File: src/rtl/sprite_layer_if.sv
// ============================================================================
// Module      : sprite_layer_if
// Description : Pixel, control and colour signals of the sprite layer.
//               SPRITE_FLIP_EN adds the flip_h control.
// Revision    : 1.0 - initial release
// ============================================================================
`default_nettype none

interface sprite_layer_if;
    logic [9:0]  h_pos;
    logic [9:0]  v_pos;
    logic        video_enable;
    logic        frame_tick;
    logic        pos_we;
    logic [9:0]  pos_x;
    logic [9:0]  pos_y;
    logic        bmp_we;
    logic [3:0]  bmp_row;
    logic [15:0] bmp_data;
    logic [11:0] sprite_color;
    logic [11:0] bg_color;
    logic [11:0] color_data;
    logic        pos_pending;
`ifdef SPRITE_FLIP_EN
    logic        flip_h;
`endif

    modport master (
`ifdef SPRITE_FLIP_EN
        output flip_h,
`endif
        output h_pos, v_pos, video_enable, frame_tick,
        output pos_we, pos_x, pos_y,
        output bmp_we, bmp_row, bmp_data,
        output sprite_color, bg_color,
        input  color_data, pos_pending
    );

    modport slave (
`ifdef SPRITE_FLIP_EN
        input  flip_h,
`endif
        input  h_pos, v_pos, video_enable, frame_tick,
        input  pos_we, pos_x, pos_y,
        input  bmp_we, bmp_row, bmp_data,
        input  sprite_color, bg_color,
        output color_data, pos_pending
    );
endinterface

`default_nettype wire

File: src/rtl/sprite_layer.sv
// ============================================================================
// Module      : sprite_layer
// Description : 16x16 1-bpp sprite over a background colour, two-stage
//               pixel pipeline, frame-committed position. Optional
//               horizontal mirroring when SPRITE_FLIP_EN is defined.
// Revision    : 1.0 - initial release
// ============================================================================
`default_nettype none

module sprite_layer #(
    parameter int H_MAX = 640,
    parameter int V_MAX = 480
) (
    input  wire logic     pixel_clk,
    input  wire logic     reset,
    sprite_layer_if.slave bus
);

    localparam logic [10:0] c_h_max  = 11'(H_MAX);
    localparam logic [10:0] c_v_max  = 11'(V_MAX);
    localparam logic [10:0] c_size   = 11'd16;

    // Position double buffer
    logic [9:0]  r_pend_x;
    logic [9:0]  r_pend_y;
    logic [9:0]  r_act_x;
    logic [9:0]  r_act_y;
    logic        r_pend_valid;
`ifdef SPRITE_FLIP_EN
    logic        r_pend_flip;
    logic        r_act_flip;
`endif

    logic [15:0] r_bitmap [0:15];

    // Pipeline registers
    logic        r_hit1;
    logic [3:0]  r_col1;
    logic [15:0] r_row1;
    logic        r_ven1;
    logic [11:0] r_color;

    // Stage-1 combinational terms
    logic [10:0] w_h;
    logic [10:0] w_v;
    logic [10:0] w_ax;
    logic [10:0] w_ay;
    logic [10:0] w_x_end;
    logic [10:0] w_y_end;
    logic        w_hit;
    logic [3:0]  w_dx;
    logic [3:0]  w_dy;
    logic [3:0]  w_bit_idx;
    logic        w_bit;

    // Commit first, then a same-cycle write overrides pending and re-arms valid.
    always_ff @(posedge pixel_clk or posedge reset) begin
        if (reset) begin
            r_pend_x     <= '0;
            r_pend_y     <= '0;
            r_act_x      <= '0;
            r_act_y      <= '0;
            r_pend_valid <= 1'b0;
`ifdef SPRITE_FLIP_EN
            r_pend_flip  <= 1'b0;
            r_act_flip   <= 1'b0;
`endif
        end else begin
            if (bus.frame_tick && r_pend_valid) begin
                r_act_x      <= r_pend_x;
                r_act_y      <= r_pend_y;
`ifdef SPRITE_FLIP_EN
                r_act_flip   <= r_pend_flip;
`endif
                r_pend_valid <= 1'b0;
            end
            if (bus.pos_we) begin
                r_pend_x     <= bus.pos_x;
                r_pend_y     <= bus.pos_y;
`ifdef SPRITE_FLIP_EN
                r_pend_flip  <= bus.flip_h;
`endif
                r_pend_valid <= 1'b1;
            end
        end
    end

    always_ff @(posedge pixel_clk or posedge reset) begin
        if (reset) begin
            for (int i = 0; i < 16; i++) begin
                r_bitmap[i] <= '0;
            end
        end else if (bus.bmp_we) begin
            r_bitmap[bus.bmp_row] <= bus.bmp_data;
        end
    end

    // 11-bit bounds so a sprite near column 1023 clips instead of wrapping.
    assign w_h     = {1'b0, bus.h_pos};
    assign w_v     = {1'b0, bus.v_pos};
    assign w_ax    = {1'b0, r_act_x};
    assign w_ay    = {1'b0, r_act_y};
    assign w_x_end = w_ax + c_size;
    assign w_y_end = w_ay + c_size;
    assign w_hit   = (w_h >= w_ax) && (w_h < w_x_end) &&
                     (w_v >= w_ay) && (w_v < w_y_end) &&
                     (w_h < c_h_max) && (w_v < c_v_max);
    assign w_dx    = bus.h_pos[3:0] - r_act_x[3:0];
    assign w_dy    = bus.v_pos[3:0] - r_act_y[3:0];

    always_ff @(posedge pixel_clk or posedge reset) begin
        if (reset) begin
            r_hit1 <= 1'b0;
            r_col1 <= '0;
            r_row1 <= '0;
            r_ven1 <= 1'b0;
        end else begin
            r_hit1 <= w_hit;
            r_col1 <= w_dx;
            r_row1 <= r_bitmap[w_dy];
            r_ven1 <= bus.video_enable;
        end
    end

    // Bit 15 is the leftmost pixel; mirroring indexes the row directly.
`ifdef SPRITE_FLIP_EN
    assign w_bit_idx = r_act_flip ? r_col1 : ~r_col1;
`else
    assign w_bit_idx = ~r_col1;
`endif
    assign w_bit = r_row1[w_bit_idx];

    always_ff @(posedge pixel_clk or posedge reset) begin
        if (reset) begin
            r_color <= '0;
        end else if (!r_ven1) begin
            r_color <= '0;
        end else if (r_hit1 && w_bit) begin
            r_color <= bus.sprite_color;
        end else begin
            r_color <= bus.bg_color;
        end
    end

    assign bus.color_data  = r_color;
    assign bus.pos_pending = r_pend_valid;

endmodule

`default_nettype wire

File: src/flat_wrapper.sv
// flat-port wrapper written by rule: the top's interface ports become plain ports
module sprite_layer_flat 
#(
    parameter int H_MAX = 640,
    parameter int V_MAX = 480
)
  (pixel_clk, reset, bus_h_pos, bus_v_pos, bus_video_enable, bus_frame_tick, bus_pos_we, bus_pos_x, bus_pos_y, bus_bmp_we, bus_bmp_row, bus_bmp_data, bus_sprite_color, bus_bg_color, bus_color_data, bus_pos_pending);
  sprite_layer_if bus_i ();
  input  wire logic pixel_clk;
  input  wire logic reset;
  input wire logic [$bits(bus_i.h_pos)-1:0] bus_h_pos;
  input wire logic [$bits(bus_i.v_pos)-1:0] bus_v_pos;
  input wire logic [$bits(bus_i.video_enable)-1:0] bus_video_enable;
  input wire logic [$bits(bus_i.frame_tick)-1:0] bus_frame_tick;
  input wire logic [$bits(bus_i.pos_we)-1:0] bus_pos_we;
  input wire logic [$bits(bus_i.pos_x)-1:0] bus_pos_x;
  input wire logic [$bits(bus_i.pos_y)-1:0] bus_pos_y;
  input wire logic [$bits(bus_i.bmp_we)-1:0] bus_bmp_we;
  input wire logic [$bits(bus_i.bmp_row)-1:0] bus_bmp_row;
  input wire logic [$bits(bus_i.bmp_data)-1:0] bus_bmp_data;
  input wire logic [$bits(bus_i.sprite_color)-1:0] bus_sprite_color;
  input wire logic [$bits(bus_i.bg_color)-1:0] bus_bg_color;
  output wire logic [$bits(bus_i.color_data)-1:0] bus_color_data;
  output wire logic [$bits(bus_i.pos_pending)-1:0] bus_pos_pending;
  assign bus_i.h_pos = bus_h_pos;
  assign bus_i.v_pos = bus_v_pos;
  assign bus_i.video_enable = bus_video_enable;
  assign bus_i.frame_tick = bus_frame_tick;
  assign bus_i.pos_we = bus_pos_we;
  assign bus_i.pos_x = bus_pos_x;
  assign bus_i.pos_y = bus_pos_y;
  assign bus_i.bmp_we = bus_bmp_we;
  assign bus_i.bmp_row = bus_bmp_row;
  assign bus_i.bmp_data = bus_bmp_data;
  assign bus_i.sprite_color = bus_sprite_color;
  assign bus_i.bg_color = bus_bg_color;
  assign bus_color_data = bus_i.color_data;
  assign bus_pos_pending = bus_i.pos_pending;
  sprite_layer #(.H_MAX(H_MAX), .V_MAX(V_MAX)) u_core (.pixel_clk(pixel_clk), .reset(reset), .bus(bus_i));
endmodule
File: config.mk
export PLATFORM = sky130hd
export DESIGN_NAME = sprite_layer_flat
export DESIGN_NICKNAME = d
export VERILOG_FILES = /design/src/rtl/sprite_layer_if.sv /design/src/rtl/sprite_layer.sv /design/src/flat_wrapper.sv
export SDC_FILE = /design/constraint.sdc
export NUM_CORES = 1
export LEC_CHECK = 0
export CORE_UTILIZATION = 50
export CTS_CLUSTER_DIAMETER = 100
export CTS_CLUSTER_SIZE = 14
export DETAILED_ROUTE_END_ITERATION = 7
export GPL_TIMING_DRIVEN = 0
export HOLD_SLACK_MARGIN = 0.08
export PLACE_DENSITY = 0.69
export RECOVER_POWER = 25
export SLEW_MARGIN = 10
export SYNTH_ARGS = -nofsm -noshare
export SYNTH_HDL_FRONTEND = slang
export SYNTH_SLANG_ARGS = --single-unit
File: constraint.sdc
create_clock -name pixel_clk -period 14 [get_ports pixel_clk]
set_input_delay 2.8 -clock pixel_clk [delete_from_list [all_inputs] [get_ports pixel_clk]]
set_output_delay 2.8 -clock pixel_clk [all_outputs]
set_load 0.01 [all_outputs]
Yosys cells after proc, flatten, opt, wreduce, memory -nomap -nowiden:

Cells that the tools add are included.

* reductions and logical operators: 9
* order comparisons: 10
* add/subtract/negate cells: 4
* bitwise logic cells: 3
* multiplexer cells: 12

Operator list (number)
* $bwmux W256: 1
* $bmux W16 S4: 1
* $demux W16 S4: 1
* $mux W16: 3
* $mux W12: 2
* $add A10 B5 Y11 const B: 2
* $lt A10 B11 Y1: 2
* $ge A10 B10 Y1: 2
* $ge A5 B5 Y1 const B: 2
* $lt A10 B10 Y1 const B: 1
* $lt A10 B9 Y1 const B: 1
* $not A4 Y5: 2
* $logic_and A1 B1 Y1: 8
* $sub A4 B4 Y4: 2
* $lt A4 B5 Y1 const B: 1
* $lt A5 B1 Y1 const B: 1
* $bmux W1 S4: 1
* $not A4 Y4: 1
* $mux W1: 3
* $reduce_bool A2 Y1: 1

* bits of input ports: 90
* output and inout port bits: 13
* register bits after elaboration: 331
* word-level logic and storage cells: 64

Depth between registers and ports, before layout:

* depth in word-level cells: 7
* depth in mapped cells: 9
* mapped depth without buffers: 9

Least setup slack after synthesis:

Ideal clock, no wire load.

* kind: input port to flip-flop
* start: input port bus_v_pos[0]
* end: register u_core.r_row1[15]
* arrival: 5090 ps
* setup slack: 8772 ps
* setup time: 138 ps
* stages on the path: 9
* buffers on the path: 3
* cells stage by stage: inv_1 > ha_1 > inv_1 > fa_1 > buf_2 > buf_2 > clkbuf_1 > mux4_2 > mux4_2

* longest elaborated chain between the ends: 5

RTL lines
* start, declared: RTL line flat_wrapper.sv:12 `input wire logic [$bits(bus_i.v_pos)-1:0] bus_v_pos;`
* $sub A4 B4 Y4: RTL line sprite_layer.sv:109 `assign w_dy = bus.v_pos[3:0] - r_act_y[3:0];`
* $not A4 Y5 (implied by the code): RTL line sprite_layer.sv:120 `r_row1 <= r_bitmap[w_dy];`
* $bmux W16 S4: RTL line sprite_layer.sv:120
* $mux W16 (implied by the code) (2 in a row): RTL line sprite_layer.sv:120
* end signal, assigned: RTL line sprite_layer.sv:120
* end, declared: RTL line sprite_layer.sv:39 `logic [15:0] r_row1;`

No other way between the ends. The select of a mux whose other input is x is not followed.
A chain may end at the register's enable or synchronous reset.

Worst setup path after layout:

* start: input port bus_v_pos[0]
* end: register u_core.r_row1[11]

Same word-level chain as after synthesis.

==> results <==
- The checks that failed: max-capacitance violations, max-slew violations.
- The CTS root buffer is sky130_fd_sc_hd__clkbuf_16.
- In the layout the commonest cells are 331 x sky130_fd_sc_hd__dfrtp_1, 296 x sky130_fd_sc_hd__mux2_2, 84 x sky130_fd_sc_hd__mux4_2.
- The fraction of the cycle the final worst path needs is 0.414.
- For this design, the sink count on the clock tree is 331.
- The startpoint of the worst hold path is u_core.r_pend_x[4].
- IR analysis of the VDD net gives a maximum drop of 0.0000852 V.
- After global routing the overflow that remains totals 0.
- For this run, the number of standard cells in the final layout without fillers is 1504.
- The worst slack at placement is 7.61 ns.
- In this run the static leakage power is 7.43 nW.
- Measured in cells, the most critical reg-to-reg path has a length of 8.
- Entering global routing, the biggest net connects 108 pins.
- The worst register-to-register path begins at u_core.r_act_y[0].
- The largest delay contributor family on the critical path is buffers and inverters.
- The post-synthesis cell area is 0.0152 mm^2.
- After technology mapping, the gate count stands at 982.
- After floorplanning, the core was sized to cover 0.0298 mm^2.
- In this run the power density over the cells is 156 mW/mm^2.
- Of the total synthesized cell area, the portion taken by full adders, half adders and majority gates is 0.0307.
- The routed design uses 14500 um of met2 wire.
- The worst hold path terminates at u_core.r_act_x[4].
- The count of vias placed by the detailed router is 8535.
- The type of the most critical hold path is reg -> reg.
- The netlist uses 41 different library cells.
- The slowest stage of the critical path is the sky130_fd_sc_hd__clkbuf_1 cell.
- The reported max-cap violation count is 1.
- The vertical die dimension is 176 um.
- The final hold violation count came to 0.
- The post-synthesis average cell area is 15.5 um^2.
- The fraction of final layout cells sized beyond drive strength 1 is 0.393.
- The via count of the first global-routing pass is 9134.
- The library cell used most frequently in the layout, excluding fill and tap cells, is sky130_fd_sc_hd__dfrtp_1.
- 0 antenna diodes ended up in the layout.
- Counting the buffers created by CTS gives 27.
- Data arrives at the worst endpoint at 6.20 ns.
- The critical path goes through clkdlybuf4s50_1 -> inv_1 -> ha_1 -> inv_1 -> fa_1 -> buf_2 -> buf_2 -> clkbuf_1 -> mux4_2 -> mux4_2.
- The initial antenna violation count is 0.
- Once the clock tree was built, the resizer swapped 0 gates to a different size.
- Setup repair after global routing left no endpoint under its margin.
- The Yosys step of the flow raised 0 warnings.
- The number of H-tree branching levels is 1.
- In this run, synthesis inferred 0 flip-flops with an integrated enable.
- The first-pass iteration count of the detailed router is 4.
- The residual antenna-violating net count after detailed routing is 0.
- The maximum clock insertion buffer count is 3.
- The wire length on met1 is 14500 um.
- In this run the register-to-register setup slack is 10.55 ns.
- Power comes to 2.73 mW.
- The synthesized net count is 1108.
- The number of nets in the final layout is 1240.
- The slack of the critical path is 8.21 ns.
- The count of placed standard cells including taps is 1475.
- The number of top-level design ports is 103.
- After layout, the minimum clock period comes to 5.79 ns.
- The type of element launching the critical path is a primary input.
- The area fraction in and, or, nand and nor cells after synthesis is 0.0269.
- Measured against its own limit, the worst slew margin works out to -0.212.
- Routability-driven placement finished with a final weighted congestion of 0.779.
- The total of endpoints with negative setup slack in the final report is 0.
- In the post-synthesis netlist, the biggest area contributors are sky130_fd_sc_hd__dfrtp_1 55%, sky130_fd_sc_hd__mux2_2 22%, sky130_fd_sc_hd__mux4_2 12%.
- In this run the top signal layer used is met4.
- The total wirelength of the detailed-routed design is 31000 um.
- The category of the most critical setup path is in -> reg.
- For this run, the slowest stage of the critical path takes 0.61 ns.
- The run finished, with violations left.
- By area, the combinational part of the netlist is dominated by multiplexers.
- The total of hold buffers inserted after clock tree synthesis is 0.
- After synthesis, the share of flip-flops with an asynchronous set or reset is 1.00.
- The most frequently used flop master after synthesis is sky130_fd_sc_hd__dfrtp_1.
- The synthesized-area fraction occupied by ao, oa, aoi and oai cells came to 0.0204.
- In this run, the number of DRC markers left after iteration 0 of detailed routing was 381.
- The post-DP HPWL is 22100 um.
- Counting both buffers and inverters, the worst setup path holds a total of 6.
- In this run the critical register-to-register path is captured at u_core.r_row1[11].
- For the pin with the worst max-slew slack, the measured transition is 1.81 ns.
- Input and output buffers added on the ports amount to 100.
- From synthesis to final layout, the design area changed by 15.0%.
- The max-slew violation count is 40.
- The TritonCTS clock tree is built.
- The floorplan step defined a die boundary enclosing 0.0311 mm^2.
- Dividing the detail-routed wire length by the instance count gives 20.6 um.
- Detailed routing placed a total of 1500 um of wire on met3.
- The portion of synthesized cell area occupied by the leading cell type is 0.546.
- Along the worst path, the maximum fanout reaches 10.
- The DRC violation count after routing is 0.
- The floorplan row count is 63.
- The later pin in the worst-skew pair is clocked with a latency of 0.56 ns.
- The starting utilization of the core area is 0.510.
- The floorplan step set the die width to 176 um.
- The detailed-route vias per instance is 5.67.
- After synthesis, the share of cell area in mux cells is 0.345.
- After clock tree synthesis, the setup repair step added 0 buffers.
- The post-synthesis register bit count is 331.
- The post-synthesis xor/xnor area fraction is 0.00692.
- In the global route stage, overall resource usage came out at 0.209.
- The share of the yosys chip area belonging to registers is 0.546.
- The clock arrives with 0.0255 ns of skew.
- The endpoint kind of the worst setup timing path is a flop.
- The worst hold path cell count is 1.
- The final hold slack is 0.497 ns.
- sky130_fd_sc_hd__dfrtp_1 takes more of the synthesized area than any other cell.
- The data required time at the worst endpoint is 14.40 ns.
- The final standard cell utilization of the core is 0.586.
- Timing would allow up to 173 MHz.
- The wire length of the first global-routing pass is 50500 um.
- After clock tree synthesis, the clock-pin slew on the worst setup and hold paths is 0.07 ns.
worst max-delay path by stage:
stage,slack [ns],to,from,cells past startpoint
after floorplan,2.03,u_core.bus.color_data[0],reset,1
after global placement,-1.84,u_core.r_bitmap[32],reset,2
after detailed placement,7.61,u_core.r_row1[8],bus_v_pos[0],10
after CTS,8.19,u_core.r_row1[11],bus_v_pos[0],10
after global routing,8.05,u_core.r_row1[8],bus_v_pos[0],10
final,8.21,u_core.r_row1[11],bus_v_pos[0],10
registers in the layout, indices dropped and copies added (netlist names), 4 cells and up:
| name | flops |
|---|---|
| u_core.r_row1 | 16 |
| u_core.r_act_y | 10 |
| u_core.r_pend_x | 10 |
| u_core.r_pend_y | 10 |
| u_core.bus.color_data | 12 |
| u_core.r_col1 | 4 |
| u_core.r_act_x | 10 |
| u_core.r_bitmap | 256 |
kinds of logic (layout without fill, tap and decap cells):
group / Yosys count / in the layout
compound gates: 49 / 49
xor+xnor: 12 / 12
fa+ha+maj: 36 / 36
buf+inv: 90 / 222
flops: 331 / 331
mux: 382 / 382
simple gates: 82 / 82
per-stage QoR:
| stage | instance area [um^2] | setup TNS [ns] |
|---|---|---|
| 3_5_place_dp | 16800 | 0 |
| 4_1_cts | 17500 | 0 |
| 2_1_floorplan | 15200 | 0 |
| 6_report | 17500 | 0 |
| 3_3_place_gp | 16700 | -597.45 |
| 5_1_grt | 17500 | 0 |
layer usage:
metal / GRT usage / vias up
met5: 0 / -
met4: 0.0457 / 0
met3: 0.0304 / 41
met2: 0.335 / 162
met1: 0.305 / 4448
li1: - / 3884
cells in the mapped netlist (2+ instances only):
master                     number
sky130_fd_sc_hd__a211oi_1       2
sky130_fd_sc_hd__a21o_1         4
sky130_fd_sc_hd__a21oi_1        9
sky130_fd_sc_hd__a221oi_1       2
sky130_fd_sc_hd__a31oi_1        2
sky130_fd_sc_hd__and3_1         3
sky130_fd_sc_hd__buf_2         21
sky130_fd_sc_hd__clkbuf_1      39
sky130_fd_sc_hd__dfrtp_1      331
sky130_fd_sc_hd__fa_1           2
sky130_fd_sc_hd__ha_1          34
sky130_fd_sc_hd__inv_1         28
sky130_fd_sc_hd__mux2_2       296
sky130_fd_sc_hd__mux2i_1        2
sky130_fd_sc_hd__mux4_2        84
sky130_fd_sc_hd__nand2_1       22
sky130_fd_sc_hd__nand2b_1       3
sky130_fd_sc_hd__nand3_1       21
sky130_fd_sc_hd__nand3b_1       4
sky130_fd_sc_hd__nand4_1        4
sky130_fd_sc_hd__nor2_1        15
sky130_fd_sc_hd__nor2b_1        2
sky130_fd_sc_hd__o211ai_1       3
sky130_fd_sc_hd__o21a_1         3
sky130_fd_sc_hd__o21ai_0       17
sky130_fd_sc_hd__o22ai_1        2
sky130_fd_sc_hd__or3_1          3
sky130_fd_sc_hd__xnor2_1       11
cell type report:
cell class	instances	area (um^2)
Buffer	62	263
Clock buffer	27	676
Clock inverter	2	16.3
Fill cell	2336	12300
Inverter	28	106
Multi-Input combinational cell	561	6540
Sequential cell	331	8280
Tap cell	390	488
Timing Repair Buffer	103	1080
report_power, final:
part / leakage, nW / internal [mW] / switching (mW)
Sequential: 4.04 / 1.18 / 0.115
Combinational: 3.06 / 0.462 / 0.310
Clock: 0.337 / 0.341 / 0.327
(Power assumes the default switching activity.)
